$ cat config.mk
export PLATFORM = sky130hd
export DESIGN_NAME = alu_instr_encoder
export DESIGN_NICKNAME = d
export VERILOG_FILES = /design/src/rtl/alu_instr_encoder.sv
export SDC_FILE = /design/constraint.sdc
export NUM_CORES = 1
export LEC_CHECK = 0
export ABC_AREA = 1
export CAP_MARGIN = 20
export CORE_MARGIN = 5
export CORE_UTILIZATION = 55
export CTS_BUF_LIST = sky130_fd_sc_hd__clkbuf_16
export DETAILED_ROUTE_END_ITERATION = 16
export GPL_TIMING_DRIVEN = 0
export PLACE_DENSITY = 0.77
export SYNTH_ARGS = -nofsm -noshare
export SYNTH_HDL_FRONTEND = slang
export SYNTH_SLANG_ARGS = --single-unit
$ cat constraint.sdc
create_clock -name clk -period 6.4 [get_ports clk]
set_input_delay 1.28 -clock clk [delete_from_list [all_inputs] [get_ports clk]]
set_output_delay 1.28 -clock clk [all_outputs]
set_load 0.1 [all_outputs]
$ cat src/rtl/alu_instr_encoder.sv
// alu_instr_encoder: RV32I OP/OP-IMM encoder feeding a 4-entry FIFO.
// Define ALU_ENC_ILLEGAL_NOP_EN to push a NOP for illegal requests instead of dropping them.
module alu_instr_encoder (
  input  logic        clk,
  input  logic        rst_n,
  input  logic        req_valid,
  output logic        req_ready,
  input  logic [3:0]  req_alu_op,
  input  logic        req_imm_sel,
  input  logic [4:0]  req_rd,
  input  logic [4:0]  req_rs1,
  input  logic [4:0]  req_rs2,
  input  logic [11:0] req_imm,
  output logic        instr_valid,
  input  logic        instr_ready,
  output logic [31:0] instr,
  output logic [2:0]  level,
  output logic        err_sticky,
  input  logic        err_clr
);
`ifdef ALU_ENC_ILLEGAL_NOP_EN
  localparam logic NOP_EN = 1'b1;
`else
  localparam logic NOP_EN = 1'b0;
`endif
  logic [31:0] r_mem [4];
  logic [1:0]  r_wp, r_rp;
  logic [2:0]  r_level;
  logic        r_err, r_en;
  logic [2:0]  w_f3;
  logic        w_f7b, w_illegal, w_shift, w_acc, w_push, w_pop;
  logic [6:0]  w_f7;
  logic [11:0] w_imm;
  logic [31:0] w_word;
  always_comb begin
    w_f3  = 3'd0;
    w_f7b = 1'b0;
    case (req_alu_op)
      4'd1: w_f7b = 1'b1;
      4'd2: w_f3 = 3'd1;
      4'd3: w_f3 = 3'd2;
      4'd4: w_f3 = 3'd3;
      4'd5: w_f3 = 3'd4;
      4'd6: begin w_f3 = 3'd5; w_f7b = 1'b1; end
      4'd7: w_f3 = 3'd5;
      4'd8: w_f3 = 3'd6;
      4'd9: w_f3 = 3'd7;
      default: ;
    endcase
  end
  assign w_illegal = (req_alu_op > 4'd9) || (req_alu_op == 4'd1 && req_imm_sel);
  assign w_f7      = {1'b0, w_f7b, 5'b0};
  assign w_shift   = (w_f3 == 3'd1) || (w_f3 == 3'd5);
  assign w_imm     = w_shift ? {w_f7, req_imm[4:0]} : req_imm;
  assign w_word    = w_illegal   ? 32'h0000_0013 :
                     req_imm_sel ? {w_imm, req_rs1, w_f3, req_rd, 7'b0010011} :
                                   {w_f7, req_rs2, req_rs1, w_f3, req_rd, 7'b0110011};
  assign req_ready   = r_en && (r_level != 3'd4);
  assign instr_valid = (r_level != 3'd0);
  assign instr       = instr_valid ? r_mem[r_rp] : 32'h0;
  assign level       = r_level;
  assign err_sticky  = r_err;
  assign w_acc  = req_valid && req_ready;
  assign w_push = w_acc && (!w_illegal || NOP_EN);
  assign w_pop  = instr_valid && instr_ready;
  // r_en holds req_ready low until the first edge after reset release
  always_ff @(posedge clk or negedge rst_n) begin
    if (!rst_n) begin
      r_en    <= 1'b0;
      r_wp    <= 2'd0;
      r_rp    <= 2'd0;
      r_level <= 3'd0;
      r_err   <= 1'b0;
    end else begin
      r_en    <= 1'b1;
      r_wp    <= r_wp + {1'b0, w_push};
      r_rp    <= r_rp + {1'b0, w_pop};
      r_level <= r_level + {2'b0, w_push} - {2'b0, w_pop};
      r_err   <= (w_acc && w_illegal) ? 1'b1 : err_clr ? 1'b0 : r_err;
    end
  end
  always_ff @(posedge clk)
    if (w_push) r_mem[r_wp] <= w_word;
endmodule
Word-level counts from Yosys, hierarchy flattened:

Memories as Yosys holds them, arrays and structs flattened.
Cells that the tools add are included.
W data, S select, Z words.

* add/subtract/negate cells: 4
* $lt $le $gt $ge: 1
* mux-type cells: 10
* reduce and logical (&&, ||, !) cells: 13
* eq/ne operators: 12

Operators with widths (number)
* $mux W32: 3
* $pmux W3 S7: 1
* $eq A4 B3 Y1 const B: 4
* $mux W12: 1
* $eq A4 B2 Y1 const B: 2
* $eq A4 B4 Y1 const B: 2
* $logic_and A1 B1 Y1: 6
* $mux W1: 5
* $add A2 B1 Y2: 2
* $eq A4 B1 Y1 const B: 1
* $gt A4 B4 Y1 const B: 1
* $reduce_or A2 Y1: 2
* $add A3 B1 Y3: 1
* $eq A3 B1 Y1 const B: 1
* $eq A3 B3 Y1 const B: 1
* $ne A3 B3 Y1 const B: 1
* $reduce_bool A3 Y1: 1
* $sub A3 B1 Y3: 1
* $logic_or A1 B1 Y1: 2
* $reduce_bool A2 Y1: 1
* $logic_not A1 Y1: 1

* bits in registers: 9
* memories: 1
* word-level logic and storage cells: 46
* input port bits: 37
* memory bits (writable): 128

Memory list
* r_mem: words 4, bits a word 32, rd ports 1, clocked after Yosys merged registers in 0, write ports 1, line 26 `logic [31:0] r_mem [4];`

Longest topological paths before layout:

* depth after elaboration: 8
* mapped depth: 11
* mapped depth without buffers: 11

Least setup slack after synthesis:

No wires, ideal clock.

* kind: reg2out
* start: register r_level[1], in the netlist level[1]
* end: output instr[23]
* setup slack: 2.260 ns
* cell stages (with the launch flop): 4
* data required time: 5.120 ns
* arrival time: 2.860 ns
* path through: dfrtp_1 -> nor3_4 -> buf_2 -> a21oi_1

* word-level cells in the longest chain between the ends: 2

RTL lines
* start, declared: line 28 `logic [2:0] r_level;`
* start signal, assigned: line 78 `r_level <= r_level + {2'b0, w_push} - {2'b0, w_pop};`
* $reduce_bool A3 Y1: line 59 `assign instr_valid = (r_level != 3'd0);`
* $mux W32: line 60 `assign instr = instr_valid ? r_mem[r_rp] : 32'h0;`
* end, declared: line 16 `output logic [31:0] instr,`

Every way passes these cells.

Worst setup path after layout:

* start: register r_level[1], in the netlist level[1]
* end: output instr[4]

The elaborated chain is that of the path after synthesis.

==> metrics.md <==
| Metric | Value |
|---|---|
| Chip Width | `105 µm` |
| Grt ovf | `0` |
| Post-route DRC violation count | `0` |
| #FFs+latches synth | `113` |
| Dpl hpwl | `7.00 mm` |
| # Max-Cap Violations | `0` |
| Area Growth Syn to Fin | `29.7%` |
| Unrepaired setup endpoints after global routing | `false` |
| Cts hold-fix bufs | `0` |
| Worst Hold Path Cells | `1` |
| Post-DR wirelength/cell | `17.3 µm` |
| GR Util All Layers | `21.1%` |
| Worst Skew | `0.00655 ns` |
| Total die area | `11000 µm²` |
| IO Count | `75` |
| Fin worst setup slack | `2.18 ns` |
| Commonest non-fill, non-tap cell in the layout | `nor2_1` |
| Setup WS pre-CTS | `2.52 ns` |
| Max Clock Freq | `0.237 GHz` |
| CTS sink cnt | `113` |
| Slew headroom | `33.9%` |
| Crit end category | `primary output` |
| Setup-failing EPs final | `0` |
| Clk slew on worst S/H paths | `0.05 ns` |
| Crit path DAT | `2.94 ns` |
| CTS Root Cell | `clkbuf_16` |
| 1st-iter DRT viols | `183` |
| Clock Latency Late Sink | `0.41 ns` |
| Crit path kind | `register to primary output` |
| Final Wtd Congestion | `0.790` |
| Antenna Violating Nets Remaining | `0` |
| Initial antenna violation count | `0` |
| Layout fillers | `569` |
| CP required | `5.12 ns` |
| CTS tree | `yes` |
| Synth warnings | `0` |
| First-pass GRT wire length | `18.0 mm` |
| Minimum clock period | `4.22 ns` |
| Final Max Slew Viols | `0` |
| Starting Density | `56.5%` |
| Number of vias per cell | `5.37` |
| Row cnt | `34` |
| Register Area | `3350 µm²` |
| Final Cell Area | `6390 µm²` |
| Most frequent cells in the layout | `126 x nor2_1, 104 x edfxtp_1, 71 x clkdlybuf4s50_1` |
| First-pass DRT Iterations | `5` |
| Sum of negative setup slack | `0 ns` |
| Core Footprint | `8720 µm²` |
| Post-Synthesis Cells | `444` |
| Inserted Diodes | `0` |
| Netlist Area Pre-Place | `4930 µm²` |
| Mapped Avg Cell Area | `11.1 µm²` |
| Least-Margin Pin Slew | `0.989 ns` |
| Reg2reg path depth | `9` |
| Netlist cell types | `29` |
| Worst Path Max Fanout | `10` |
| CTS max path bufs | `2` |
| Post-synthesis sequential area ratio | `67.9%` |
| Pin count of the biggest net entering global routing | `27` |
| Port Buf Inserts | `71` |
| Area of placed instances | `5810 µm²` |
| Post CTS Setup Buffer Count | `0` |
| Nets | `578` |
| Die height | `105 µm` |
| Via Count | `3530` |
| # H-tree levels | `4` |
| Final hold violations | `0` |
| Fin crit share | `65.9%` |
| Vias in the first global route | `3657` |
| Total Wirelength | `11.3 mm` |
| HP Class | `register to register` |
| Share of layout cells above drive strength 1 | `12.8%` |
| Multi-input gate area | `1330 µm²` |
| Status | `complete, no violations` |
| Cts bufs inserted | `17` |
| Post-CTS Resized | `0` |
| Startpoint Class | `register` |
==> final timing paths <==
check	startpoint	slack, ns	to
max	level[1]$_DFF_PN0_	2.18	instr[4]
min	r_rp[0]$_DFF_PN0_	0.51	r_rp[0]$_DFF_PN0_
max in group asynchronous	rst_n	4.92	r_rp[0]$_DFF_PN0_
max reg2reg	level[1]$_DFF_PN0_	3.86	level[1]$_DFF_PN0_
min reg2reg	r_rp[0]$_DFF_PN0_	0.51	r_rp[0]$_DFF_PN0_
min in group asynchronous	rst_n	1.18	level[0]$_DFF_PN0_
==> registers in the layout, summed over array words and instances, names as in the netlist <==
name and flops:
err_sticky 1, level 3, r_en 1, r_mem 104, r_rp 2, r_wp 2
==> synthesized netlist by cell type (all sizes together) <==
cell type    n  share of area, %
a21oi       32               3.6
inv         32               2.4
fa           1              0.41
o211ai       2              0.41
conb         2              0.15
clkbuf       7              0.66
o21ai       56               6.0
xor2         2              0.36
dfrtp        9               4.6
xnor2        2              0.36
nor3         2              0.43
nand2       26               2.0
buf         20               2.8
nand3       11               1.1
edfxtp     104                63
nor2       132                10
ha           4               1.0
==> critical path: stages, from the launching register on <==
cell and delay [ns]:
dfrtp_1 0.47, nor3_4 0.48, buf_2 0.35, inv_1 0.13
buf_4 0.15, clkdlybuf4s50_1 0.95
==> per-stage QoR <==
stage / cells / utilization [%] / hold WS (ns)
finish: 657 / 73.3 / 0.514
global route: 657 / 73.3 / 0.524
CTS: 657 / 73.3 / 0.515
detailed placement: 625 / 66.6 / 0.505
global placement: 625 / 66.3 / 0.494
floorplan: 446 / - / 0.473
==> logic make-up (layout without fill, tap and decap cells) <==
| logic type | count (synthesis) | after routing | share of synthesized area [%] |
|---|---|---|---|
| flip-flops | 113 | 113 | 67.9 |
| buffers and inverters | 59 | 162 | 5.89 |
| adder cells (fa/ha/maj) | 5 | 5 | 1.42 |
| other | 2 | 4 | 0.152 |
| AO/OA/AOI/OAI | 90 | 90 | 9.95 |
| XOR/XNOR | 4 | 4 | 0.711 |
| AND/OR/NAND/NOR | 171 | 171 | 13.9 |
==> per-layer routing <==
metal | track usage [%] | routed length (µm)
met1 | 25.8 | 4610
met2 | 35.1 | 5740
met4 | 7.03 | 59
met5 | 0 | 0
met3 | 7.52 | 929
==> final cells by class <==
cell class	count	share of cell area (%)
Buffer	27	2.66
Clock buffer	21	8.22
Sequential cell	113	52.4
Timing Repair Buffer	71	11.1
Inverter	32	1.88
Tap cell	108	2.11
Clock inverter	11	0.842
Multi-Input combinational cell	274	20.8
Power is not shown: default switching activity piles up to over one toggle a cycle in this logic, so the estimate is an artifact.
==> RTL change 1, RTL diff (same settings) <==
Set the localparam `NOP_EN` to 1'b1 (it was 1'b0).
--- a/src/rtl/alu_instr_encoder.sv
+++ b/src/rtl/alu_instr_encoder.sv
@@ -21,7 +21,7 @@
 `ifdef ALU_ENC_ILLEGAL_NOP_EN
   localparam logic NOP_EN = 1'b1;
 `else
-  localparam logic NOP_EN = 1'b0;
+  localparam logic NOP_EN = 1'b1;
 `endif
   logic [31:0] r_mem [4];
   logic [1:0]  r_wp, r_rp;
Behaviour: not the same (a bounded check fails within 4 cycles, from zero or initial values and one cycle with rst_n low).
==> RTL change 1 against the unedited design <==
Routed wire length grew 2.4%. Final area increased by 0.20%. Critical path type unchanged. Count of clock-buffer cells in the layout is 4 lower. Worst setup slack improved by 0.0087 ns. First-iteration DRC count increased by 26%. Sequential cell count is the same. Area after synthesis shrank 0.56%. Register-to-register slack got worse by 0.02 ns.
Power is left out: the tool's default activity adds up to more than one toggle a clock period on the data nets, which glitch-free logic cannot reach.
==> RTL change 1: results (changes against the unedited design) <==
- The largest net degree at the start of global routing is 17 (-37%).
- The layout cell share with drive strength beyond 1 is 13.45% (+0.70 points).
- The final weighted congestion in routability-driven placement is 0.7814 (-1.0%).
- The synthesized-area fraction occupied by ao, oa, aoi and oai cells is 9.957% (about the same).
- The distinct cell type count of the synthesized netlist is 26 (-10%).
- The half-perimeter wire length of the detailed placement result is 7605 um (+8.6%).
- The routed length on met2 is 5940 um (+3.4%).
- The filler-free cell count of the finished design is 658 (+0.15%).
- The length in cells of the worst reg-to-reg path came to 11 (+2).
- The met3 track utilization from global routing is 5.152% (-2.4 points).
- The routed length per instance is 17.65 um (+2.2%).
- The adder-cell share of the synthesized area is 1.430% (+0.0080 points).
- The xor-xnor portion of the synthesized cell area came to 0.7148% (+0.0040 points).
- Ranked by total cell area, the synthesized netlist is headed by edfxtp_1 64%, nor2_1 9.7%, dfrtp_1 4.6%.
- The via-per-instance ratio was 5.439 (+1.2%).
- The placed cell area is 5872 um2 (+1.0%).
- The wire length of the first global-routing pass came to 18,840 um (+4.7%).
- The filler cell count is 579 (+1.8%).
- The core utilization of the finished layout is 73.43% (+0.14 points).
- The global routing usage summed across all routing layers was 22.34% (+1.2 points).
- The number of violations reported at the end of detailed-routing iteration 0 is 231 (+26%).
- The flow ran to the end, and the final reports show no timing, DRC or antenna violations.
- The met1 wire length was 4569 um (-0.91%).
- The delay of the slowest cell on the worst path is 1.18 ns (+0.23 ns).
- The worst setup slack after placement is 2.620 ns (+0.09769 ns).
- The global routing usage on met2 is 37.60% (+2.5 points).
- The via count of the first global-routing pass is 3,681 (+0.66%).
- The post-placement cell count is 628 (+0.48%).
## RTL change 1: changes by cell type in the layout (fill, tap and decap cells not counted), sizes merged, moves of 3 or more
cell / unedited run / this run
buf: 20 / 30
clkbuf: 28 / 22
nand2: 26 / 19
a21oi: 32 / 35
## RTL change 1: final cells by class
type / count / area share, %
clock buffers: 17 / 6.643
multi-input cells: 269 / 19.99
inverters: 32 / 1.876
repair buffers: 79 / 12.62
well taps: 108 / 2.110
flip-flops and latches: 113 / 52.29
plain buffers: 27 / 2.814
clock inverters: 13 / 1.661
## RTL change 1: final timing paths
| check | endpoint | slack [ns] | startpoint |
|---|---|---|---|
| worst max-delay path | instr[21] | 2.19 | r_rp[1] |
| worst min-delay path | r_rp[0] | 0.51 | r_rp[0] |
| worst max register to register | level[2] | 3.84 | level[1] |
| worst min register to register | r_rp[0] | 0.51 | r_rp[0] |
| max in group asynchronous | err_sticky | 4.92 | rst_n |
| min in group asynchronous | level[1] | 1.19 | rst_n |
==> RTL change 2, RTL diff (same settings) <==
Without the edit above. Reset style: synchronous (`rst_n`), changed in one clocked block.
--- a/src/rtl/alu_instr_encoder.sv
+++ b/src/rtl/alu_instr_encoder.sv
@@ -64,7 +64,7 @@
   assign w_push = w_acc && (!w_illegal || NOP_EN);
   assign w_pop  = instr_valid && instr_ready;
   // r_en holds req_ready low until the first edge after reset release
-  always_ff @(posedge clk or negedge rst_n) begin
+  always_ff @(posedge clk) begin
     if (!rst_n) begin
       r_en    <= 1'b0;
       r_wp    <= 2'd0;
Formal check against the unedited RTL: differs if rst_n is asserted again (counterexample within 4 cycles, from zero or initial values and one cycle with rst_n low); with rst_n held inactive, the same outputs for 10 cycles.
==> RTL change 2 against the unedited design <==
First-iteration DRC count is 35% higher. Routed wire length is 1.8% higher. Clock skew is 0.0012 ns lower. Worst setup slack worse by 0.0080 ns. Area after synthesis is 0.20% higher. Sequential cell count stayed put. Final area is 0.45% lower. Via count is 0.96% higher. Non-clock buffer count is 2 lower. Highest routed layer unchanged.
Power is left out: the tool's default activity adds up to more than one toggle a clock period on the data nets, which glitch-free logic cannot reach.
==> RTL change 2: results (changes against the unedited design) <==
- The run finished with clean final reports.
- The final clock skew was 0.005383 ns (-0.001167 ns).
- The layout cell share with drive strength beyond 1 is 15.40% (+2.6 points).
- The first-pass iteration count of the detailed router is 6 (+1).
- The number of setup buffers added after CTS is 0 (unchanged).
- The via count of the first global-routing pass is 3,628 (-0.79%).
- The flip-flop count of the largest register, all copies and words added came to 104 (unchanged).
- The final weighted congestion in routability-driven placement is 0.8245 (+4.4%).
- The arrival time at the worst endpoint was 2.95 ns (about the same).
- The adder-cell share of the synthesized area is 1.419% (-0.0029 points).
- The overall routed net length is 11,550 um (+1.8%).
- The filler cell count is 588 (+3.3%).
- The via-per-instance ratio is 5.400 (+0.50%).
- The remaining max-slew budget at the tightest pin is 32.87% (-1.0 points).
- The half-perimeter wire length of the detailed placement result is 6767 um (-3.3%).
- The sequential share of the synthesized area is 66.89% (-1.0 points).
- By area the synthesized netlist is led by edfxtp_1 63%, nor2_1 8.9%, o21ai_0 4.6%.
- The xor-xnor portion of the synthesized cell area came to 0.5320% (-0.18 points).
- The number of buffer cells added on primary ports came to 69 (-2.8%).
- The commonest cells after synthesis are 117 x nor2_1, 104 x edfxtp_1, 45 x o21ai_0.
- The synthesized-area fraction occupied by ao, oa, aoi and oai cells came to 9.552% (-0.40 points).
- The net count of the finished layout is 581 (+0.52%).
- The global routing usage summed across all routing layers came to 21.57% (+0.47 points).
- The distinct cell type count of the synthesized netlist came to 29 (unchanged).
- In the post-synthesis netlist, the cell with the most instances is nor2_1.
- The number of violations reported at the end of detailed-routing iteration 0 is 247 (+35%).
- The share of async-settable or async-resettable flops after synthesis is 0% (-8.0 points).
- The wire length of the first global-routing pass is 18,340 um (+2.0%).
[RTL change 2: cell count changes after synthesis, moves of 4 or more]
cell / delta
a21oi_2: -4
a21oi_1: +6
nand3_1: -5
dfrtp_1: -9
nor3b_1: +6
nor2_1: -13
inv_1: +4
nor2_2: +11
dfxtp_1: +9
[RTL change 2: worst max-delay path, stage by stage (launching register included)]
cell and delay (ns):
dfxtp_1 0.35, buf_2 0.20, buf_2 0.27, nor2_1 0.08, nor2_1 0.10, o21ai_0 0.11, a21oi_1 0.24, clkdlybuf4s50_1 1.19
[RTL change 2: cell families (layout without fill, tap and decap cells)]
family | after synthesis | in the layout
and+or+nand+nor | 172 | 172
AOI/OAI and AO/OA | 91 | 91
buffers and inverters | 64 | 165
xor gates and xnor gates | 3 | 3
other | 1 | 3
DFF | 113 | 113
adders and majority gates | 5 | 5
[RTL change 2: routing by layer]
| layer | share of wire [%] | track usage [%] | vias up |
|---|---|---|---|
| met3 | 6.2 | 4.624 | 15 |
| met2 | 51 | 36.69 | 150 |
| li1 | - | - | 1698 |
| met4 | 1.5 | 8.402 | 0 |
| met1 | 41 | 27.01 | 1701 |
| met5 | 0 | 0 | - |
[RTL change 2: cell type report]
class	instances	area [um2]	area share, %
Buffer	27	171.4	2.694
Inverter	37	138.9	2.183
Sequential cell	113	3303	51.92
Clock buffer	17	425.4	6.686
Multi-Input combinational cell	274	1363	21.42
Clock inverter	15	135.1	2.124
Timing Repair Buffer	69	690.7	10.86
Tap cell	108	135.1	2.124
[RTL change 2: per-stage QoR]
stage | hold slack (ns) | std cells | setup slack, ns | area (um2) | util [%]
final | 0.4636 | 660 | 2.174 | 6362 | 72.96
after floorplan | 0.5163 | 451 | 1.334 | 4946 | -
after global placement | 0.4601 | 628 | 1.623 | 5772 | 66.18
after global routing | 0.5025 | 660 | 1.977 | 6362 | 72.96
after CTS | 0.4704 | 660 | 2.170 | 6362 | 72.96
after detailed placement | 0.4631 | 628 | 2.624 | 5802 | 66.53
[RTL change 2: path summary, 6_finish.rpt]
path / startpoint / endpoint / cells after the start
setup / recovery: r_rp[0] / instr[18] / 7
hold / removal: err_sticky / err_sticky / 2
setup reg to reg: level[1] / level[2] / 13
hold reg to reg: err_sticky / err_sticky / 2
